$ cat src/rtl/stopwatch_run_controller.sv
// stopwatch_run_controller: run/pause/lap/clear sequencer for the stopwatch counter.
// Produces the prescaled count_enable tick, the latched count direction and load
// strobes. In count-down mode it stops at zero and raises expired. In count-up mode
// it stops when every digit reads 9.
// Optional feature macro: STOPWATCH_LAP_EN (lap capture register; absent by default).
module stopwatch_run_controller #(
  parameter int unsigned NUMBER_OF_DIGITS            = 4,
  parameter int unsigned NUMBER_OF_BITS_PER_DIGIT    = 4,
  parameter int unsigned BOARD_CLOCK_FREQUENCY_IN_HZ = 100_000_000,
  parameter int unsigned TICK_RATE_IN_HZ             = 100,
  localparam int unsigned W = NUMBER_OF_DIGITS * NUMBER_OF_BITS_PER_DIGIT
) (
  input  logic         clk,
  input  logic         rst_n,
  input  logic         btn_start,
  input  logic         btn_lap,
  input  logic         btn_clear,
  input  logic         mode_down,
  input  logic [W-1:0] preset_value,
  input  logic [W-1:0] count_value,
  output logic         count_enable,
  output logic         count_up_down,
  output logic         count_load,
  output logic [W-1:0] load_value,
  output logic [W-1:0] lap_value,
  output logic         lap_valid,
  output logic         expired,
  output logic [1:0]   state
);

  localparam int unsigned DIV = BOARD_CLOCK_FREQUENCY_IN_HZ / TICK_RATE_IN_HZ;
  localparam int unsigned PW  = (DIV > 1) ? $clog2(DIV) : 1;
  localparam logic [PW-1:0] PRESC_LAST = PW'(DIV - 1);

  typedef enum logic [1:0] {
    IDLE    = 2'd0,
    RUNNING = 2'd1,
    PAUSED  = 2'd2,
    EXPIRED = 2'd3
  } state_t;

  state_t         state_q, state_d;
  logic [PW-1:0]  presc_q, presc_d;
  logic           all_nines, at_limit, tick;
  logic           enable_d, load_d, up_down_d;
  logic [W-1:0]   load_value_d, load_sel;

`ifdef STOPWATCH_LAP_EN
  logic           lap_valid_d;
  logic [W-1:0]   lap_value_d;
`else
  logic           unused_btn_lap;
  assign unused_btn_lap = btn_lap;
  assign lap_value      = '0;
  assign lap_valid      = 1'b0;
`endif

  // Up-mode terminal value: every BCD digit equals 9
  always_comb begin
    all_nines = 1'b1;
    for (int unsigned i = 0; i < NUMBER_OF_DIGITS; i++) begin
      if (count_value[i*NUMBER_OF_BITS_PER_DIGIT +: NUMBER_OF_BITS_PER_DIGIT] !=
          NUMBER_OF_BITS_PER_DIGIT'(9))
        all_nines = 1'b0;
    end
  end

  // Limit check uses the direction latched at start, not the live mode_down level
  assign at_limit = count_up_down ? (count_value == '0) : all_nines;
  assign tick     = (state_q == RUNNING) && (presc_q == PRESC_LAST);
  assign load_sel = mode_down ? preset_value : '0;

  assign expired = (state_q == EXPIRED);
  assign state   = state_q;

  // State register
  always_ff @(posedge clk or negedge rst_n) begin
    if (!rst_n) state_q <= IDLE;
    else        state_q <= state_d;
  end

  // Next-state logic; priority clear > start > tick
  always_comb begin
    state_d = state_q;
    unique case (state_q)
      IDLE:    if (!btn_clear && btn_start) state_d = RUNNING;
      RUNNING: begin
        if (btn_clear)             state_d = IDLE;
        else if (btn_start)        state_d = PAUSED;
        else if (tick && at_limit) state_d = EXPIRED;
      end
      PAUSED: begin
        if (btn_clear)      state_d = IDLE;
        else if (btn_start) state_d = RUNNING;
      end
      EXPIRED: if (btn_clear) state_d = IDLE;
      default: state_d = IDLE;
    endcase
  end

  // Next values of the registered outputs and the prescaler
  always_comb begin
    enable_d     = 1'b0;
    load_d       = 1'b0;
    up_down_d    = count_up_down;
    load_value_d = load_value;
    presc_d      = presc_q;
`ifdef STOPWATCH_LAP_EN
    lap_valid_d  = 1'b0;
    lap_value_d  = lap_value;
`endif
    if (btn_clear) begin
      load_d       = 1'b1;
      load_value_d = load_sel;
      presc_d      = '0;
    end else begin
      unique case (state_q)
        IDLE: begin
          if (btn_start) begin
            load_d       = 1'b1;
            load_value_d = load_sel;
            up_down_d    = mode_down;
            presc_d      = '0;
          end
        end
        RUNNING: begin
          // Prescaler advances on every running cycle, including the pausing one,
          // so a resume continues from the value after that cycle
          presc_d = (presc_q == PRESC_LAST) ? '0 : presc_q + 1'b1;
          if (!btn_start) begin
            if (tick && !at_limit) enable_d = 1'b1;
`ifdef STOPWATCH_LAP_EN
            if (btn_lap) begin
              lap_valid_d = 1'b1;
              lap_value_d = count_value;
            end
`endif
          end
        end
        default: ;
      endcase
    end
  end

  // Output and prescaler registers
  always_ff @(posedge clk or negedge rst_n) begin
    if (!rst_n) begin
      presc_q       <= '0;
      count_enable  <= 1'b0;
      count_load    <= 1'b0;
      count_up_down <= 1'b0;
      load_value    <= '0;
`ifdef STOPWATCH_LAP_EN
      lap_valid     <= 1'b0;
      lap_value     <= '0;
`endif
    end else begin
      presc_q       <= presc_d;
      count_enable  <= enable_d;
      count_load    <= load_d;
      count_up_down <= up_down_d;
      load_value    <= load_value_d;
`ifdef STOPWATCH_LAP_EN
      lap_valid     <= lap_valid_d;
      lap_value     <= lap_value_d;
`endif
    end
  end

endmodule
$ cat config.mk
export PLATFORM = sky130hd
export DESIGN_NAME = stopwatch_run_controller
export DESIGN_NICKNAME = d
export VERILOG_FILES = /design/src/rtl/stopwatch_run_controller.sv
export SDC_FILE = /design/constraint.sdc
export NUM_CORES = 1
export LEC_CHECK = 0
export CORE_ASPECT_RATIO = 2
export CORE_MARGIN = 1.5
export CORE_UTILIZATION = 40
export DETAILED_ROUTE_END_ITERATION = 10
export PLACE_DENSITY = 0.83
export SKIP_CTS_REPAIR_TIMING = 1
export SLEW_MARGIN = 40
export SYNTH_ARGS = -nofsm -noshare
export SYNTH_HDL_FRONTEND = slang
export SYNTH_SLANG_ARGS = --single-unit
$ cat constraint.sdc
create_clock -name clk -period 5.02 [get_ports clk]
set_clock_uncertainty 0.05 [all_clocks]
set_input_delay 1.255 -clock clk [delete_from_list [all_inputs] [get_ports clk]]
set_output_delay 1.255 -clock clk [all_outputs]
set_load 0.01 [all_outputs]
==> results.json, run 1 <==
{
  "antenna_found_initial": 0,
  "cts_max_level": 2,
  "synth_edf_count": 0,
  "die_h_microns": 110,
  "numCtsBuffers": 5,
  "ys.warnings.count": 0,
  "clockPowerShare": 0.367,
  "internal-power_uw": 572,
  "required_ns": 5.18,
  "diodes": 0,
  "min_from": "load_value[5]",
  "p_sw_frac": 0.245,
  "synthArstFlopShare": 1.00,
  "wl_per_cell_microns": 14.2,
  "dp_hpwl_microns": 3780,
  "grt_overflow_total": 0,
  "p_seq_frac": 0.471,
  "endpoint_kind": "flop",
  "via_count": 1988,
  "synthDistinctLibCells": 50,
  "final_max_slew_viol_count": 0,
  "synth-main-ff-cell": "dfrtp_1",
  "hold_viol_final": 0,
  "regToRegSetupSlack_ns": 2.87,
  "pwr-share-comb": 0.162,
  "clock_path_buffers": 2,
  "antenna_left": 0,
  "syn_to_final_growth_pct": 28.4,
  "fin_setup_tns_ns": 0,
  "post-place-ws_ns": 1.61,
  "clock_latency_ns": 0.29,
  "finalSetupViolations": 0,
  "cp-start-kind": "primary input",
  "rr_startpoint": "presc_q[10]",
  "syn_area_sq_um": 2300,
  "ys_seq_area_frac": 0.447,
  "worstMarginPinSlew_ns": 0.697,
  "peakVddDrop_mv": 0.288,
  "clk_pin_slew_worst_paths_ns": 0.08,
  "layout_commonest_cell": "clkdlybuf4s50_1",
  "root_buffer": "clkbuf_8",
  "crit_type": "primary input to flop",
  "fp.dieW_microns": 56.6,
  "switching_power_uw": 186,
  "grt_pass1_wl_microns": 8450,
  "finalCriticalPeriod_ns": 2.95,
  "core_sq_um": 5470,
  "outcome": "finished clean",
  "maxCapViolations": 0,
  "row_count": 38,
  "period_share": 0.587,
  "pin_count": 77,
  "startpoint": "count_value[1]",
  "port_buffers": 58,
  "hold_path.class": "flop to flop",
  "synth_seq_cells": 41,
  "syn-mean-instance-area_sq_um": 9.34,
  "drt-initial-drc-count": 66,
  "gp_congestion": 0.780,
  "wirelength_microns": 5110,
  "fillers": 480,
  "grt_max_degree": 42,
  "fin_ws_ns": 2.07,
  "start_util": 0.420,
  "nNetsFinal": 338,
  "arrival_ns": 3.10,
  "cts_tree": "done",
  "grt_pass1_vias": 1972,
  "maxSlewHeadroom": 0.535,
  "p_leak_uw": 0.00116,
  "clkSinkCount": 41,
  "cp_max_fo": 2,
  "fmax_mhz": 339,
  "drc": 0,
  "viasPerCell": 5.52,
  "track_usage": 0.172,
  "drive_gt1_frac": 0.100,
  "power_density_nw_per_um2": 257,
  "dr.pass1.iters": 4,
  "netlist_instances": 246,
  "die-area_sq_um": 6230,
  "grt_setup_unrepaired": "false",
  "final_cell_mix": "clkdlybuf4s50_1 (57), nand2_1 (44), dfrtp_1 (41)"
}
==> synthesized netlist by cell type, types with 2 or more instances <==
master / instances / area [sq um]
nand3_1: 8 / 40.0
nor2_1: 6 / 22.5
nor3b_1: 2 / 15.0
nor4_1: 3 / 18.8
o31ai_1: 4 / 30.0
clkbuf_1: 10 / 37.5
nand2_1: 44 / 165
buf_4: 17 / 128
and2_1: 4 / 25.0
o211ai_1: 3 / 22.5
o2111ai_1: 3 / 26.3
nor4b_1: 2 / 17.5
a22oi_2: 7 / 87.6
a22oi_1: 4 / 30.0
xnor2_1: 2 / 17.5
inv_1: 5 / 18.8
o21ai_0: 28 / 140
and3_1: 3 / 18.8
or3_1: 9 / 56.3
or4_1: 5 / 37.5
o21ai_2: 2 / 17.5
dfrtp_1: 41 / 1030
nor3_1: 5 / 25.0
nand4_1: 3 / 18.8
==> layer usage <==
metal | vias to the layer above | part of all wire | track usage
met4 | 0 | 0.035 | 0.100
met2 | 65 | 0.57 | 0.336
li1 | 956 | - | -
met5 | - | 0 | 0
met1 | 954 | 0.36 | 0.162
met3 | 13 | 0.042 | 0.0303
==> layout make-up <==
type / count / area [sq um] / share of cell area
clock buffers: 6 / 82.6 / 0.0280
clock inverters: 2 / 37.5 / 0.0127
inverters: 5 / 18.8 / 0.00636
multi-input cells: 186 / 1120 / 0.379
flip-flops and latches: 41 / 1030 / 0.348
well taps: 60 / 75.1 / 0.0255
repair buffers: 60 / 591 / 0.200
==> through the flow <==
step | instance area (sq um) | cells | utilization | power (uW) | hold WS, ns
after floorplan | 2360 | 262 | - | 424 | 0.404
after global placement | 2810 | 351 | 0.515 | 484 | 0.412
after detailed placement | 2820 | 351 | 0.515 | 488 | 0.419
after CTS | 2940 | 359 | 0.537 | 764 | 0.438
after global routing | 2950 | 360 | 0.539 | 789 | 0.458
final | 2950 | 360 | 0.539 | 758 | 0.432
==> registers in the layout, indices dropped and copies added, names as in the netlist <==
signal,flops
presc_q,20
load_value,16
state,2
count_enable,1
count_load,1
count_up_down,1
==> worst max-delay path, stage by stage <==
cell	delay, ns
clkdlybuf4s50_1	0.42
or4b_2	0.66
nor3_1	0.34
o2111ai_1	0.18
a211oi_1	0.25
==> worst paths after layout <==
path	endpoint	depth (start not counted)
setup / recovery	state[1]	5
hold / removal	load_value[5]	2
setup reg to reg	presc_q[19]	4
hold reg to reg	load_value[5]	2
min in group asynchronous	load_value[9]	1
max in group asynchronous	presc_q[2]	1
==> cells by family (layout without fill, tap and decap cells) <==
family,after synthesis,count (layout),share of synthesized area
compound gates,59,59,0.187
flops,41,41,0.447
simple gates,106,106,0.251
fa+ha+maj,1,1,0.00545
xor+xnor,2,2,0.00763
buf+inv,35,73,0.0959
mux,1,1,0.00490
other cells,1,17,0.00163
==> power groups by stage <==
| stage | Clock, uW | Sequential, uW | Combinational (uW) |
|---|---|---|---|
| 4_1_cts | 283 | 357 | 124 |
| 3_5_place_dp | 0 | 364 | 123 |
| 6_report | 279 | 357 | 123 |
| 3_3_place_gp | 0 | 363 | 121 |
| 2_1_floorplan | 0 | 370 | 53.6 |
| 5_1_grt | 295 | 359 | 135 |
No activity file was read; power rests on OpenSTA's default activity.
==> run 2: changes to the inputs <==
Settings changed: PLACE_DENSITY 0.83 to 0.85.
Clock period 5.02 ns to 2.55 ns, I/O delays scaled along.
==> results.json, run 2 (synthesis gave the netlist of run 1 again) <==
{
  "outcome": "finished clean",
  "regToRegSetupSlack_ns": 0.52,
  "hold_path.class": "primary input to async pin",
  "holdWs_ns": 0.288,
  "drive_gt1_frac": 0.120,
  "cts_max_level": 2,
  "clkSinkCount": 41,
  "diodes": 0,
  "via_count": 2003,
  "fp.dieW_microns": 56.6,
  "final_cell_mix": "clkdlybuf4s50_1 (57), nand2_1 (44), dfrtp_1 (41)",
  "cp_max_fo": 2,
  "cp-start-kind": "primary input",
  "cp_top_family": "simple AND/OR/NAND/NOR gates",
  "viasPerCell": 5.43,
  "finalCriticalPeriod_ns": 2.24,
  "grt_overflow_total": 0,
  "multi_input_area_sq_um": 1110,
  "root_buffer": "clkbuf_8",
  "antenna_left": 0,
  "gp_congestion": 0.762,
  "drc": 0,
  "wirelength_microns": 5370,
  "dp_hpwl_microns": 4150,
  "largest_reg_flops": 20,
  "rr_startpoint": "presc_q[10]",
  "grt_setup_unrepaired": "false",
  "clk_pin_slew_worst_paths_ns": 0.08,
  "core_sq_um": 5470,
  "start_util": 0.420,
  "finalSetupViolations": 0,
  "final_max_slew_viol_count": 0,
  "worstReg2RegEnd": "presc_q[18]",
  "dr.pass1.iters": 4,
  "crit_type": "primary input to flop",
  "peakVddDrop_mv": 0.482,
  "port_buffers": 58,
  "largest-register": "presc_q",
  "period_share": 0.880,
  "cts_tree": "done",
  "endpoint_kind": "flop",
  "die_h_microns": 110,
  "grt_max_degree": 34,
  "layout_commonest_cell": "clkdlybuf4s50_1",
  "pin_count": 77,
  "clock_latency_ns": 0.30,
  "fillers": 491,
  "numCtsBuffers": 5,
  "hold_viol_final": 0,
  "drt-initial-drc-count": 119,
  "crit_buf_inv": 1,
  "p_leak_uw": 0.00121,
  "fin_setup_tns_ns": 0,
  "seqCellArea_sq_um": 1030,
  "max_stage_delay_ns": 0.66,
  "path_cells": "clkdlybuf4s50_1 -> or4b_2 -> nor3_1 -> o2111ai_1 -> a211oi_1",
  "track_usage": 0.187,
  "fmax_mhz": 446,
  "arrival_ns": 2.40,
  "antenna_found_initial": 0,
  "row_count": 38,
  "power_density_nw_per_um2": 526,
  "crit_end": "state[1]",
  "reg2reg_depth": 5,
  "nNetsFinal": 347,
  "clock_path_buffers": 2,
  "maxSlewHeadroom": 0.600,
  "grt_pass1_vias": 1997,
  "worst_path_max_delay_cell": "or4b_2",
  "grt_pass1_wl_microns": 9090,
  "worstMarginPinSlew_ns": 0.600,
  "startpoint": "count_value[1]",
  "required_ns": 2.71,
  "die-area_sq_um": 6230,
  "wl_per_cell_microns": 14.5,
  "syn_to_final_growth_pct": 31.8,
  "cp.depth": 5,
  "maxCapViolations": 0
}
## run 2: worst min path at each step
stage	from	end	slack (ns)	depth (start not counted)
2_1_floorplan	rst_n	count_enable	0.29	0
3_3_place_gp	load_value[13]	load_value[13]	0.41	2
3_5_place_dp	load_value[7]	load_value[7]	0.42	2
4_1_cts	rst_n	load_value[8]	0.31	1
5_1_grt	rst_n	load_value[9]	0.33	1
6_report	rst_n	load_value[9]	0.29	1
## run 2: metal layers
layer | vias up | wire length, microns | share of wire | global-route usage
li1 | 974 | - | - | -
met2 | 65 | 3240 | 0.60 | 0.387
met1 | 958 | 1810 | 0.34 | 0.172
met3 | 6 | 228 | 0.042 | 0.0327
met5 | - | 0 | 0 | 0
met4 | 0 | 85 | 0.016 | 0.0697
## run 2: layout make-up
class | instances | share of cell area
Multi-Input combinational cell | 186 | 0.367
Sequential cell | 41 | 0.339
Timing Repair Buffer | 69 | 0.217
Tap cell | 60 | 0.0248
Clock buffer | 5 | 0.0227
Clock inverter | 3 | 0.0227
Inverter | 5 | 0.00620
## run 2: power by group
group,leakage [uW],total (uW),switching (uW),internal [uW]
Combinational,0.000595,254,119,135
Sequential,0.000549,703,21.5,682
Clock,0.0000687,635,240,394
Total,0.00121,1590,381,1210
## run 2: metrics by stage
stage / area (sq um) / cells / total power [uW] / util / worst slack [ns]
6_report: 3030 / 369 / 1590 / 0.554 / 0.307
4_1_cts: 3030 / 369 / 1600 / 0.554 / 0.287
3_5_place_dp: 2890 / 361 / 972 / 0.528 / 0.00796
2_1_floorplan: 2360 / 262 / 835 / - / 0.527
3_3_place_gp: 2890 / 361 / 963 / 0.528 / 0.0255
5_1_grt: 3030 / 369 / 1660 / 0.554 / 0.203
